File: src/rtl/adc_cap_pkg.sv
// Shared types for the ADC capture sequencer: FSM state and trigger mode encodings.
package adc_cap_pkg;

    typedef enum logic [1:0] {
        IDLE    = 2'd0,
        ARMED   = 2'd1,
        CAPTURE = 2'd2
    } cap_state_t;

    typedef enum logic [1:0] {
        TRIG_IMM  = 2'd0,
        TRIG_RISE = 2'd1,
        TRIG_FALL = 2'd2,
        TRIG_EXT  = 2'd3
    } trig_mode_t;

endpackage

File: src/rtl/adc_trig_detect.sv
// Trigger detector: selects the compared channel, tracks the previous valid sample, evaluates the mode.
// Latency: trig_hit is combinational on the current sample; prev updates on the following edge.
// Backpressure: none; only cycles with smp_valid are considered.
module adc_trig_detect
    import adc_cap_pkg::*;
#(
    parameter int SMP_W = 12
) (
    input  logic             sys_clk,
    input  logic             rst,
    input  logic             arm_clr,
    input  logic             in_armed,
    input  trig_mode_t       mode,
    input  logic             chan,
    input  logic [SMP_W-1:0] level,
    input  logic             ext_trig,
    input  logic             smp_valid,
    input  logic [SMP_W-1:0] adc_ch0,
    input  logic [SMP_W-1:0] adc_ch1,
    output logic             trig_hit
);

    logic [SMP_W-1:0] smp;
    logic [SMP_W-1:0] prev;
    logic             prev_vld;
    logic             cond;

    assign smp = chan ? adc_ch1 : adc_ch0;

    always_ff @(posedge sys_clk or posedge rst) begin
        if (rst) begin
            prev     <= '0;
            prev_vld <= 1'b0;
        end else if (arm_clr) begin
            prev_vld <= 1'b0;
        end else if (in_armed && smp_valid) begin
            prev     <= smp;
            prev_vld <= 1'b1;
        end
    end

    // Crossing modes need a previous sample, so they cannot fire on the first one after arming.
    always_comb begin
        cond = 1'b0;
        case (mode)
            TRIG_IMM:  cond = 1'b1;
            TRIG_RISE: cond = prev_vld && (prev <  level) && (smp >= level);
            TRIG_FALL: cond = prev_vld && (prev >= level) && (smp <  level);
            TRIG_EXT:  cond = ext_trig;
            default:   cond = 1'b0;
        endcase
    end

    assign trig_hit = smp_valid && in_armed && cond;

endmodule

File: src/rtl/adc_capture_sequencer.sv
// Single-shot capture of paired ADC samples into a sample RAM after a configurable trigger.
// Latency: a valid sample at cycle t is written (mem_we/addr/data) at t+1; one write per cycle.
// Backpressure: none; the RAM always accepts, cycles without smp_valid are skipped.
module adc_capture_sequencer
    import adc_cap_pkg::*;
#(
    parameter int ADDR_W = 10,
    parameter int SMP_W  = 12
) (
    input  logic                 sys_clk,
    input  logic                 rst,
    input  logic                 start,
    input  logic                 abort,
    input  logic [1:0]           trig_mode,
    input  logic                 trig_chan,
    input  logic [SMP_W-1:0]     trig_level,
    input  logic                 ext_trig,
    input  logic [ADDR_W-1:0]    cap_len,
    input  logic                 smp_valid,
    input  logic [SMP_W-1:0]     adc_ch0,
    input  logic [SMP_W-1:0]     adc_ch1,
    output logic                 mem_we,
    output logic [ADDR_W-1:0]    mem_addr,
    output logic [2*SMP_W-1:0]   mem_wdata,
    output logic                 busy,
    output logic                 armed,
    output logic                 done
);

    cap_state_t        state;
    trig_mode_t        cfg_mode;
    logic              cfg_chan;
    logic [SMP_W-1:0]  cfg_level;
    logic [ADDR_W-1:0] cfg_len;
    logic [ADDR_W-1:0] wr_addr;
    logic              arm_clr;
    logic              in_armed;
    logic              trig_hit;

    assign arm_clr  = (state == IDLE) && start && !abort;
    assign in_armed = (state == ARMED);

    adc_trig_detect #(.SMP_W(SMP_W)) u_trig (
        .sys_clk   (sys_clk),
        .rst       (rst),
        .arm_clr   (arm_clr),
        .in_armed  (in_armed),
        .mode      (cfg_mode),
        .chan      (cfg_chan),
        .level     (cfg_level),
        .ext_trig  (ext_trig),
        .smp_valid (smp_valid),
        .adc_ch0   (adc_ch0),
        .adc_ch1   (adc_ch1),
        .trig_hit  (trig_hit)
    );

    always_ff @(posedge sys_clk or posedge rst) begin
        if (rst) begin
            state     <= IDLE;
            cfg_mode  <= TRIG_IMM;
            cfg_chan  <= 1'b0;
            cfg_level <= '0;
            cfg_len   <= '0;
            wr_addr   <= '0;
            mem_we    <= 1'b0;
            mem_addr  <= '0;
            mem_wdata <= '0;
            busy      <= 1'b0;
            armed     <= 1'b0;
            done      <= 1'b0;
        end else begin
            mem_we <= 1'b0;
            if (abort) begin
                // Abort outranks start, trigger and the write of the current sample.
                state <= IDLE;
                busy  <= 1'b0;
                armed <= 1'b0;
            end else begin
                case (state)
                    IDLE: begin
                        if (start) begin
                            cfg_mode  <= trig_mode_t'(trig_mode);
                            cfg_chan  <= trig_chan;
                            cfg_level <= trig_level;
                            cfg_len   <= cap_len;
                            wr_addr   <= '0;
                            done      <= 1'b0;
                            busy      <= 1'b1;
                            armed     <= 1'b1;
                            state     <= ARMED;
                        end
                    end
                    ARMED, CAPTURE: begin
                        if ((state == ARMED) ? trig_hit : smp_valid) begin
                            mem_we    <= 1'b1;
                            mem_addr  <= wr_addr;
                            mem_wdata <= {adc_ch1, adc_ch0};
                            armed     <= 1'b0;
                            if (wr_addr == cfg_len) begin
                                done  <= 1'b1;
                                busy  <= 1'b0;
                                state <= IDLE;
                            end else begin
                                wr_addr <= wr_addr + 1'b1;
                                state   <= CAPTURE;
                            end
                        end
                    end
                    default: state <= IDLE;
                endcase
            end
        end
    end

endmodule

File: config.mk
export PLATFORM = sky130hd
export DESIGN_NAME = adc_capture_sequencer
export DESIGN_NICKNAME = d
export VERILOG_FILES = /design/src/rtl/adc_cap_pkg.sv /design/src/rtl/adc_trig_detect.sv /design/src/rtl/adc_capture_sequencer.sv
export SDC_FILE = /design/constraint.sdc
export NUM_CORES = 1
export LEC_CHECK = 0
export BUFFER_PORTS_ARGS = -buffer_cell sky130_fd_sc_hd__buf_2
export CORE_ASPECT_RATIO = 0.6
export CORE_MARGIN = 2
export CORE_UTILIZATION = 35
export CTS_CLUSTER_SIZE = 8
export DETAILED_ROUTE_END_ITERATION = 7
export GPL_TIMING_DRIVEN = 0
export HOLD_SLACK_MARGIN = 0.1
export PLACE_DENSITY = 0.57
export SLEW_MARGIN = 20
export SYNTH_ARGS = -nofsm -noshare
export SYNTH_HDL_FRONTEND = slang
export SYNTH_SLANG_ARGS = --single-unit
File: constraint.sdc
create_clock -name sys_clk -period 5.3 [get_ports sys_clk]
set_input_delay 0.53 -clock sys_clk [delete_from_list [all_inputs] [get_ports sys_clk]]
set_output_delay 0.53 -clock sys_clk [all_outputs]
set_load 0.02 [all_outputs]
=== Word-level counts from Yosys, hierarchy flattened ===
Cells that the tools add are included.

* Bits in registers: 88
* Bits of input ports: 55
* Output and inout bits: 38
* Word-level logic and storage cells: 86

* Eq/ne operators: 13
* Bitwise operators: 2
* Multiplexer cells: 29
* Add/subtract/negate cells: 1
* Order comparisons: 4
* Reduce and logical (&&, ||, !) cells: 23

{| class="wikitable"
|+ Operator list
! cell !! count
|-
| two-way mux 10 bit || 3
|-
| greater-or-equal comparator 12 bit || 2
|-
| < comparator 12 bit || 2
|-
| one-hot mux 10 bit (2 select lines) || 1
|-
| two-way mux 1 bit || 15
|-
| two-way mux 12 bit || 1
|-
| adder 10 x 1 -> 10 bit, second input constant || 1
|-
| equality test 10 bit || 1
|-
| AND reduction 5 bit || 2
|-
| inequality test 3 bit, second input constant || 3
|-
| AND reduction 3 bit || 3
|-
| logical AND 1 bit || 8
|-
| two-way mux 2 bit || 4
|-
| inequality test 2 bit, second input constant || 4
|-
| equality test 2 bit, second input constant || 3
|-
| one-hot mux 1 bit (2 select lines) || 3
|-
| equality test 2 x 1 -> 1 bit, second input constant || 2
|-
| zero test 2 bit || 2
|-
| one-hot mux 1 bit (4 select lines) || 1
|-
| one-hot mux 2 bit (2 select lines) || 1
|-
| AND reduction 2 bit || 2
|-
| AND reduction 4 bit || 1
|-
| nonzero test 2 bit || 2
|-
| nonzero test 3 bit || 1
|-
| other kinds (3) || 4
|}

=== Longest topological paths before layout ===
* Depth after elaboration: 9
* Depth in mapped cells: 13
* Gate-level depth less buffers: 10

=== Cells and area by module ===
From an unflattened synthesis, not the netlist that was laid out.

* Cell total of the unflattened synthesis: 412
* Area total of the unflattened synthesis: 4,504.3 um^2

{| class="wikitable"
|+ By module, submodules not included
! module !! times used !! cells an instance !! seq. area each (um^2) !! area an instance (um^2)
|-
| adc_capture_sequencer || 1 || 286 || 1,876.8 || 3,254.4
|-
| adc_trig_detect || 1 || 126 || 325.3 || 1,249.9
|}

=== Worst setup path before layout ===
OpenSTA, ideal clock, no wires.

* Kind: reg2reg
* Start: register cfg_chan
* End: register mem_addr[1]
* Path buffers: 3
* Required time: 5.175 ns
* Data arrival time: 3.238 ns
* Path slack: 1.937 ns
* Period minus slack after synthesis: 3.363 ns
* Stages on the path, launching flop included: 14
* Cell sequence: dfrtp_1 buf_1 mux2_2 ha_1 nand2_1 nor4_1 o21ai_0 o2111ai_1 or2b_1 and2_1 clkbuf_2 nand3b_4 buf_2 mux2_2

* Longest elaborated chain between the ends: 7
* Elaborated cells on any way between the ends: 9
* Those cells by class: order compare (2); mux (3); reduce/logical (4)

{| class="wikitable"
|+ Ends and longest elaborated chain
! what !! RTL line !! RTL
|-
| start, declared || adc_capture_sequencer.sv:32 || <nowiki>logic cfg_chan;</nowiki>
|-
| start signal, assigned || adc_capture_sequencer.sv:84 || <nowiki>cfg_chan <= trig_chan;</nowiki>
|-
| two-way mux 12 bit * || adc_trig_detect.sv:28 || <nowiki>assign smp = chan ? adc_ch1 : adc_ch0;</nowiki>
|-
| named net u_trig.smp[11] || adc_trig_detect.sv:23 || <nowiki>logic [SMP_W-1:0] smp;</nowiki>
|-
| < comparator 12 bit or greater-or-equal comparator 12 bit (tied branches) || adc_trig_detect.sv:48, adc_trig_detect.sv:47 ||
|-
| logical AND 1 bit (on tied branches) || adc_trig_detect.sv:48, adc_trig_detect.sv:47 ||
|-
| one-hot mux 1 bit (4 select lines) * || adc_trig_detect.sv:45 || <nowiki>case (mode)</nowiki>
|-
| logical AND 1 bit * || adc_trig_detect.sv:54 || <nowiki>assign trig_hit = smp_valid && in_armed && cond;</nowiki>
|-
| two-way mux 1 bit * || adc_capture_sequencer.sv:95 || <nowiki>if ((state == ARMED) ? trig_hit : smp_valid) begin</nowiki>
|-
| AND reduction 3 bit (no line) * || - ||
|-
| end signal, assigned || adc_capture_sequencer.sv:97 || <nowiki>mem_addr <= wr_addr;</nowiki>
|-
| end, declared || adc_capture_sequencer.sv:23 || <nowiki>output logic [ADDR_W-1:0] mem_addr,</nowiki>
|}

Mark *: on every way through the listed nets, which the timed path passes. The rest lies on a longest branch.
A chain may end at the register's enable or synchronous reset.

=== Worst setup path in the final report ===
* Start: register cfg_chan
* End: register mem_wdata[5]

* Longest elaborated chain between the ends: 7
* Elaborated cells on any way between the ends: 9
* Those cells by class: order compare (2); mux (3); reduce/logical (4)

{| class="wikitable"
|+ Ends and longest elaborated chain
! what !! RTL line !! RTL
|-
| two-way mux 12 bit * || adc_trig_detect.sv:28 ||
|-
| named net u_trig.smp[11] || adc_trig_detect.sv:23 ||
|-
| < comparator 12 bit or greater-or-equal comparator 12 bit (tied branches) || adc_trig_detect.sv:48, adc_trig_detect.sv:47 ||
|-
| logical AND 1 bit (on tied branches) || adc_trig_detect.sv:48, adc_trig_detect.sv:47 ||
|-
| one-hot mux 1 bit (4 select lines) * || adc_trig_detect.sv:45 ||
|-
| logical AND 1 bit * || adc_trig_detect.sv:54 ||
|-
| two-way mux 1 bit * || adc_capture_sequencer.sv:95 ||
|-
| AND reduction 3 bit (no line) * || - ||
|-
| end signal, assigned || adc_capture_sequencer.sv:98 || <nowiki>mem_wdata <= {adc_ch1, adc_ch0};</nowiki>
|-
| end, declared || adc_capture_sequencer.sv:24 || <nowiki>output logic [2*SMP_W-1:0] mem_wdata,</nowiki>
|}

Marks and branches as above.

==> flow_metrics.py <==
metrics = {
    "timing": {
        "finalCritPeriodShare_pct": 82.7,
        "final.min_clock_period_ps": 4380,
        "fmax_mhz": 228,
        "setup-tns-final_ps": 0,
        "rsz0062_at_grt": "false",
        "setup_viol": 0,
        "slew_headroom_pct": 36.8,
        "holdWs_ps": 263,
        "finalClockSkew_ps": 5.13,
        "finalHoldViolCount": 0,
        "drv_slew": 0,
        "worst_pin_slew_ps": 940,
    },
    "setup_path": {
        "crit_slowest_cell": "buf_1",
        "crit_path_start_kind": "flip-flop",
        "slowest_delay_ps": 620,
        "r2r_slack_ps": 920,
        "cpMostUsedCell": "mux2_2",
        "crit_arrival_ps": 4590,
        "r2r-end": "mem_wdata[5]",
        "r2r_start": "cfg_chan",
        "cp-end-kind": "flip-flop",
        "worstPathMaxFanout": 10,
        "crit_required_ps": 5510,
        "cp_top_family": "simple AND/OR/NAND/NOR gates",
        "crit_chain": "buf_1 > mux2_2 > ha_1 > nand2_1 > nor4_1 > o21ai_0 > o2111ai_1 > or2b_1 > and2_1 > clkbuf_2 > nand3b_4 > buf_2 > mux2_2",
        "r2r_cells": 13,
        "worst-path-buf-inv": 3,
        "criticalPathCategory": "flip-flop to flip-flop",
    },
    "floorplan": {
        "die_y_um": 91.1,
        "ios": 93,
        "die_w_um": 149,
        "start_util_pct": 36.3,
        "design.die.area_um2": 13600,
        "coreArea_um2": 12200,
        "row_count": 31,
    },
    "clock_network": {
        "cts_resized": 0,
        "cts.clk_slew.worst_paths_ps": 60,
        "clock-sinks": 88,
        "root_buffer": "clkbuf_16",
        "post_cts_buffers": 0,
        "holdBufCountCts": 0,
        "clockBufferDepth": 2,
        "cts_made_buffers": 9,
        "h-tree-depth": 3,
        "tritoncts": "done",
        "worstSkewPairLatency_ps": 330,
    },
    "cells_and_area": {
        "nFillCells": 1198,
        "area_growth_pct": 23.1,
        "drive_above_1_share_pct": 32.8,
        "finalNonFillerCells": 686,
        "utilization_pct": 44.7,
        "num_antenna_cells": 0,
        "nets": 600,
    },
    "pwr": {
        "comb_power_share_pct": 36.0,
        "power_switching_w": 0.000931,
        "p_per_area_nw_per_um2": 490,
        "leakage_nw": 2.65,
        "p_int_w": 0.00173,
        "seq_power_share_pct": 37.9,
        "clockPowerShare_pct": 26.2,
        "ir_worst_vdd_v": 0.000216,
        "finalPower_w": 0.00266,
        "swShare_pct": 34.9,
    },
    "synth": {
        "synth_common_cells": "dfrtp_1, nand2_1, mux2_2, ha_1, a21oi_1",
        "synth.area.top_cells": "dfrtp_1, mux2_2, ha_1",
        "synth_seq_cells": 88,
        "synth-edff-count": 0,
        "syn_area_um2": 4420,
        "synth.avg_cell_area_um2": 10.7,
        "synth_top_area_share_pct": 49.8,
        "syn_nets": 497,
        "yosysSeqAreaShare_pct": 49.8,
        "yosys.area.top_type": "dfrtp_1",
        "yosys.cell_count.top_type": "dfrtp_1",
        "synth_cells": 414,
        "async_flop_share_pct": 100,
        "synth-main-ff-cell": "dfrtp_1",
        "yosysWarnings": 0,
        "synth_cell_types": 42,
    },
    "detailed_routing": {
        "wl_per_cell_um": 16.2,
        "ant_nets": 0,
        "viasPerCell": 5.00,
        "first_pass_iters": 4,
        "detail_route.wirelength_um": 11100,
        "drt_iter0_drc": 190,
        "vias": 3433,
        "drc": 0,
    },
    "global_routing": {
        "grt_overflow_total": 0,
        "first_global_vias": 3451,
        "antenna_found_initial": 0,
        "grt_usage_pct": 17.2,
        "grt_max_degree": 47,
        "grt_pass1_wl_um": 18200,
    },
    "placement": {
        "placedCellCount": 671,
        "io_buffers": 91,
        "gp_congestion": 0.833,
        "hpwl_um": 8440,
    },
    "min_path": {
        "hp-class": "input pin to async pin",
    },
    "flow_run": {
        "max_cap_violations": 0,
    },
    "status": {
        "status": "completed",
    },
}
## flip-flops by register name, indices dropped and copies added, names as in the netlist
register         flops
mem_wdata           24
cfg_mode             2
cfg_chan             1
mem_addr            10
armed                1
state                2
wr_addr             10
u_trig.prev_vld      1
u_trig.prev         12
busy                 1
done                 1
cfg_level           12
mem_we               1
cfg_len             10
## cell families (layout without fill, tap and decap cells)
| logic type | after synthesis | after routing | share of synthesized area (%) |
|---|---|---|---|
| AND/OR/NAND/NOR | 123 | 123 | 13.3 |
| flip-flops | 88 | 88 | 49.8 |
| AO/OA/AOI/OAI | 68 | 68 | 8.63 |
| multiplexers | 59 | 59 | 15.0 |
| buffers and inverters | 38 | 145 | 3.37 |
| adder cells (fa/ha/maj) | 28 | 28 | 7.93 |
| XOR/XNOR | 10 | 10 | 1.98 |
## worst max path at each step
stage | startpoint | end | cells after the start
final | cfg_chan | mem_wdata[5] | 13
after global routing | cfg_chan | mem_wdata[6] | 13
after CTS | cfg_chan | mem_wdata[5] | 13
after detailed placement | cfg_chan | mem_wdata[5] | 13
after global placement | cfg_chan | mem_wdata[11] | 13
after floorplan | cfg_chan | mem_addr[1] | 13
## power groups by stage
stage / clock network [W] / registers (W) / logic [W]
floorplan: 0 / 0.00112 / 0.000541
detailed placement: 0 / 0.00102 / 0.000959
global route: 0.000747 / 0.00104 / 0.00106
CTS: 0.000716 / 0.00101 / 0.000963
global placement: 0 / 0.00101 / 0.000929
finish: 0.000697 / 0.00101 / 0.000958
## layout make-up
cell class	count	area [µm²]	area share (%)
well taps	165	206	3.79
multi-input cells	288	2070	38.0
clock buffers	11	253	4.64
plain buffers	16	66.3	1.22
flip-flops and latches	88	2200	40.5
clock inverters	4	76.3	1.40
repair buffers	92	483	8.88
inverters	22	85.1	1.56
## per-layer routing
metal  vias up  routed length [µm]  GRT usage (%)
met1      1671                5950           27.5
met2       109                4370           23.2
li1       1645                   -              -
met5         -                   0              0
met3         8                 686           3.52
met4         0                  91           4.29
## through the flow
step | instance area [µm²] | worst slack, ps
after floorplan | 4420 | 1940
after global placement | 5080 | 1020
after detailed placement | 5110 | 962
after CTS | 5440 | 919
after global routing | 5440 | 614
final | 5440 | 919
## cell usage in the layout (no fill, tap or decap), types with 2 or more instances in the layout
master     count
ha_1          28
mux2i_1        2
nand2b_1       6
a22o_1         2
o211ai_1       2
xor2_1         2
nand4_1       10
a21oi_1       27
clkbuf_16      9
clkbuf_1       9
xnor2_1        8
a31oi_1        2
buf_1          2
buf_2         95
clkbuf_8       2
bufinv_16      2
o21a_1         2
inv_1         21
mux2_2        55
mux2_1         2
nand3_1        3
nor2b_1        2
nor4_1         2
or3_1         10
o21ai_0       25
nor2_1        12
nand2_1       68
dfrtp_1       88
nor3_1         3
No activity file was read; power rests on OpenSTA's default activity.
